--- src/rtl/fsm_ctrl_pkg.sv ---
// Shared codes and driver state encoding for the ctrl-level sequencer and its driver.
// The sequencer advances one code per required ctrl level; codes only ever move forward.
package fsm_ctrl_pkg;

  typedef logic [1:0] code_t;

  localparam code_t Y_IDLE  = 2'b00;
  localparam code_t Y_START = 2'b01;
  localparam code_t Y_STOP  = 2'b10;
  localparam code_t Y_CLEAR = 2'b11;

  typedef enum logic [1:0] {
    S_IDLE = 2'd0,
    S_STEP = 2'd1,
    S_DONE = 2'd2
  } drv_state_t;

  // Next code in the IDLE -> START -> STOP -> CLEAR -> IDLE ring.
  function automatic code_t next_code(input code_t c);
    return code_t'(c + 2'd1);
  endfunction

endpackage

--- src/rtl/fsm_ctrl_driver_hold_timer.sv ---
// Down-counter timing how long each ctrl level is held; load wins over decrement.
// Saturates at zero; zero flag is combinational from the count register.
module hold_timer #(
  parameter int CNT_W = 4
) (
  input  logic             clk,
  input  logic             reset,
  input  logic             load,
  input  logic [CNT_W-1:0] load_val,
  input  logic             dec,
  output logic             zero
);

  logic [CNT_W-1:0] cnt;

  always_ff @(posedge clk or negedge reset) begin
    if (!reset) begin
      cnt <= '0;
    end else if (load) begin
      cnt <= load_val;
    end else if (dec && (cnt != '0)) begin
      cnt <= cnt - CNT_W'(1);
    end
  end

  assign zero = (cnt == '0);

endmodule

--- src/rtl/fsm_ctrl_driver.sv ---
// Drives ctrl toggles to walk the sequencer to a requested code, verifying y_obs after each step.
// N-step request completes N*HOLD+1 cycles after acceptance; req_ready low until back in idle.
module fsm_ctrl_driver
  import fsm_ctrl_pkg::*;
#(
  parameter int HOLD  = 2,
  parameter int CNT_W = 4
) (
  input  logic       clk,
  input  logic       reset,
  input  logic       req_valid,
  input  logic [1:0] req_target,
  output logic       req_ready,
  input  logic [1:0] y_obs,
  output logic       ctrl,
  output logic       busy,
  output logic       done,
  output logic       err,
  input  logic       err_clr,
  output logic [1:0] cur_code
);

  // HOLD must stay >= 2 so the sequencer's registered Y has settled by sample time.
  localparam logic [CNT_W-1:0] HOLD_RELOAD = CNT_W'(HOLD - 1);

  drv_state_t state, state_nxt;
  code_t      target_q;
  code_t      exp_code;
  logic       accept;
  logic       same_code;
  logic       sample;
  logic       step_ok;
  logic       step_bad;
  logic       last_step;
  logic       toggle;
  logic       tmr_zero;

  assign accept    = req_valid && (state == S_IDLE);
  assign same_code = (req_target == cur_code);
  assign exp_code  = next_code(cur_code);
  assign sample    = (state == S_STEP) && tmr_zero;
  assign step_ok   = sample && (y_obs == exp_code);
  assign step_bad  = sample && (y_obs != exp_code);
  assign last_step = (exp_code == target_q);
  assign toggle    = (accept && !same_code) || (step_ok && !last_step);

  hold_timer #(
    .CNT_W(CNT_W)
  ) u_hold_timer (
    .clk      (clk),
    .reset    (reset),
    .load     (toggle),
    .load_val (HOLD_RELOAD),
    .dec      (state == S_STEP),
    .zero     (tmr_zero)
  );

  always_ff @(posedge clk or negedge reset) begin
    if (!reset) begin
      state <= S_IDLE;
    end else begin
      state <= state_nxt;
    end
  end

  always_comb begin
    state_nxt = state;
    case (state)
      S_IDLE: begin
        if (accept) begin
          state_nxt = same_code ? S_DONE : S_STEP;
        end
      end
      S_STEP: begin
        if (step_bad || (step_ok && last_step)) begin
          state_nxt = S_DONE;
        end
      end
      S_DONE:  state_nxt = S_IDLE;
      default: state_nxt = S_IDLE;
    endcase
  end

  always_comb begin
    req_ready = (state == S_IDLE);
    busy      = (state == S_STEP);
    done      = (state == S_DONE);
  end

  // On a mismatch cur_code resyncs to what the sequencer actually reports.
  always_ff @(posedge clk or negedge reset) begin
    if (!reset) begin
      ctrl     <= 1'b0;
      cur_code <= Y_IDLE;
      target_q <= Y_IDLE;
      err      <= 1'b0;
    end else begin
      if (accept) begin
        target_q <= req_target;
      end
      if (toggle) begin
        ctrl <= ~ctrl;
      end
      if (step_ok) begin
        cur_code <= exp_code;
      end else if (step_bad) begin
        cur_code <= y_obs;
      end
      if (step_bad) begin
        err <= 1'b1;
      end else if (err_clr) begin
        err <= 1'b0;
      end
    end
  end

endmodule

--- config.mk ---
export PLATFORM = sky130hd
export DESIGN_NAME = fsm_ctrl_driver
export DESIGN_NICKNAME = d
export VERILOG_FILES = /design/src/rtl/fsm_ctrl_pkg.sv /design/src/rtl/fsm_ctrl_driver_hold_timer.sv /design/src/rtl/fsm_ctrl_driver.sv
export SDC_FILE = /design/constraint.sdc
export NUM_CORES = 1
export LEC_CHECK = 0
export CORE_AREA = 2 2 39 41
export DETAILED_ROUTE_END_ITERATION = 10
export DIE_AREA = 0 0 41 43
export GPL_ROUTABILITY_DRIVEN = 0
export MAX_ROUTING_LAYER = met4
export PLACE_DENSITY = 0.7
export SKIP_LAST_GASP = 1
export SLEW_MARGIN = 20
export SYNTH_ARGS = -nofsm -noshare
export SYNTH_HDL_FRONTEND = slang
export SYNTH_SLANG_ARGS = --single-unit
--- constraint.sdc ---
create_clock -name clk -period 4.1 [get_ports clk]
set_clock_uncertainty 0.1 [all_clocks]
set_input_delay 1.23 -clock clk [delete_from_list [all_inputs] [get_ports clk]]
set_output_delay 1.23 -clock clk [all_outputs]
set_load 0.02 [all_outputs]
==> reports/results.ini <==
[clocking]
insertion_delay_ps = 270
numCtsBuffers = 3
clkTransAtPathRegs_ps = 70
cts_setup_buffers = 0
cts_max_path_buffers = 2
cts_tree = built
cts_max_level = 1
cts_sinks = 12
cts_hold_buf = 0
ctsResizeCount = 0
root_buffer = clkbuf_4

[detailed_routing]
wirelength_um = 1070
firstDrtPassIters = 4
wire_per_inst_um = 12.2
drtIter0Drc = 5
vias = 425
ant_nets = 0
via_per_inst = 4.83
drc_errors = 0

[sta]
slew_headroom = 0.650
fin_crit_sh = 0.695
period_minus_slack_ps = 2850
worst_pin_slew_ps = 523
hold_viol = 0
slew_violations = 0
setup_viol = 0
finalSetupTns_ps = 0
rsz0062_at_grt = false
fmax_mhz = 351

[finish]
final_cells = 88
fill_cells = 129
fin_util = 0.568
nNetsFinal = 82
register_area_um2 = 300
drive_gt1_frac = 0.125
area_delta_synth_final_pct = 33.3
diodes = 0
multi_input_area_um2 = 274

[flow_run]
maxCapViolCount = 0

[synth]
synth_top_area_frac = 0.510
synth_cell_types = 20
synth_largest_area_cell = dfrtp_1
avgSynthCellArea_um2 = 10.9
yosysWarnings = 0
netlist_area_um2 = 589
syn-num-nets = 63
ys_seq_area_frac = 0.510
syn_inst = 54
yosys-top-cells-area = dfrtp_1 (51%), mux2_2 (7.6%), xnor2_1 (5.9%), xor2_1 (5.9%), nand2_1 (3.8%)
synth_seq_cells = 12

[place]
placed_cells = 84
port_buffers = 14
dp_hpwl_um = 841

[power]
worst_ir_drop_vdd_uv = 477
leakagePower_nw = 0.353
p_int_uw = 410
clockPowerShare = 0.136
netSwitchingFraction = 0.387
p_seq_frac = 0.339
p_switching_uw = 259
p_comb_frac = 0.525
powerDensity_mw_per_mm2 = 851

[floorplan]
die_h_um = 43
core.rowCount = 14
pin_count = 15
die_width_um = 41
initial_core_util = 0.426
die_area_mm2 = 0.00176
core_mm2 = 0.00138

[setup_path]
endpoint_kind = output port
path_cells = nor2b_1 > clkdlybuf4s50_1
cp-start-kind = register
criticalPathCategory = reg -> out
crit_slowest_cell = clkdlybuf4s50_1
required_ps = 2770
arrival_ps = 1520
worstPathMaxFanout = 3
slowest_delay_ps = 650

[global_route]
grt_pass1_wl_um = 1850
grtUsageTotal = 0.169
antenna_found_initial = 0
grt_overflow = 0
grt_pass1_vias = 413
grt_max_degree = 13

[worst_hold_path]
hold_class = reg -> reg

[run_status]
status = completed

-- power by group through the flow --
stage               logic (mW)  clock network (mW)  registers (mW)
floorplan                0.211                   0           0.245
global placement         0.344                   0           0.227
detailed placement       0.350                   0           0.230
CTS                      0.354              0.0953           0.228
global route             0.389               0.101           0.235
finish                   0.351              0.0909           0.227
-- worst paths after layout --
check	start	endpoint	slack, ps	depth (start not counted)
min in group asynchronous	reset	state[1]$_DFFE_PN0P_	1200	1
max in group asynchronous	reset	target_q[0]$_DFFE_PN0P_	2350	1
max	state[1]$_DFFE_PN0P_	busy	1250	2
max reg2reg	u_hold_timer.cnt[0]$_DFFE_PN0P_	ctrl$_DFFE_PN0P_	2320	7
min reg2reg	ctrl$_DFFE_PN0P_	ctrl$_DFFE_PN0P_	380	1
min	ctrl$_DFFE_PN0P_	ctrl$_DFFE_PN0P_	380	1
-- cell families after synthesis --
logic type,count (synthesis),synth area share
fa+ha+maj,1,0.0212
xor+xnor,8,0.119
mux,4,0.0764
flops,12,0.510
compound gates,5,0.0722
simple gates,20,0.176
buf+inv,4,0.0255
-- through the flow --
stage / hold slack (ps) / area, um^2 / power, mW / worst slack, ps
2_1_floorplan: 394 / 589 / 0.456 / 1650
3_3_place_gp: 386 / 749 / 0.572 / 1180
3_5_place_dp: 363 / 749 / 0.580 / 1160
4_1_cts: 382 / 786 / 0.677 / 1240
5_1_grt: 401 / 786 / 0.725 / 1160
6_report: 377 / 786 / 0.669 / 1250
-- Yosys cell counts --
master	count
nor3b_1	2
o22ai_1	1
xnor2_1	4
nor2_1	4
ha_1	1
xor2_1	4
a32o_2	1
a22o_1	1
or2_0	1
nand2b_1	1
nand2_1	6
o32ai_1	1
dfrtp_1	12
nor2b_1	3
nor3_1	1
and3b_1	1
a211oi_1	1
mux2_2	4
inv_1	4
or2_1	1
-- layout by cell type, fill, tap and decap left out, types with 2 or more instances in the layout --
master,synthesis,final
clkdlybuf4s50_1,0,14
dfrtp_1,12,12
nand2_1,6,6
inv_1,4,4
nor2_1,4,4
xnor2_1,4,4
xor2_1,4,4
mux2_2,4,4
nor2b_1,3,3
clkbuf_4,0,3
nor3b_1,2,2
-- cell type report --
type                    count  share of cell area
inverters                   4              0.0191
clock buffers               4              0.0462
flip-flops and latches     12               0.382
well taps                  16              0.0255
repair buffers             14               0.178
multi-input cells          38               0.349
-- critical path, delay by kind of cell, from the launching register on --
| kind | cells | cell delay, ps |
|---|---|---|
| buffers and inverters | 1 | 650 |
| flip-flops | 1 | 390 |
| AND/OR/NAND/NOR | 1 | 220 |
-- state kept, by name, summed over array words and instances, names as in the netlist --
signal / count
cur_code: 2
state: 2
err: 1
target_q: 2
ctrl: 1
u_hold_timer.cnt: 4
-- routing by layer --
metal / GRT usage / vias to the layer above / share of wire
li1: - / 218 / -
met2: 0.238 / 12 / 0.47
met1: 0.199 / 193 / 0.44
met3: 0.0785 / 2 / 0.068
met4: 0.0800 / 0 / 0.016
met5: - / - / 0
Power figures use the tool's default switching activity.
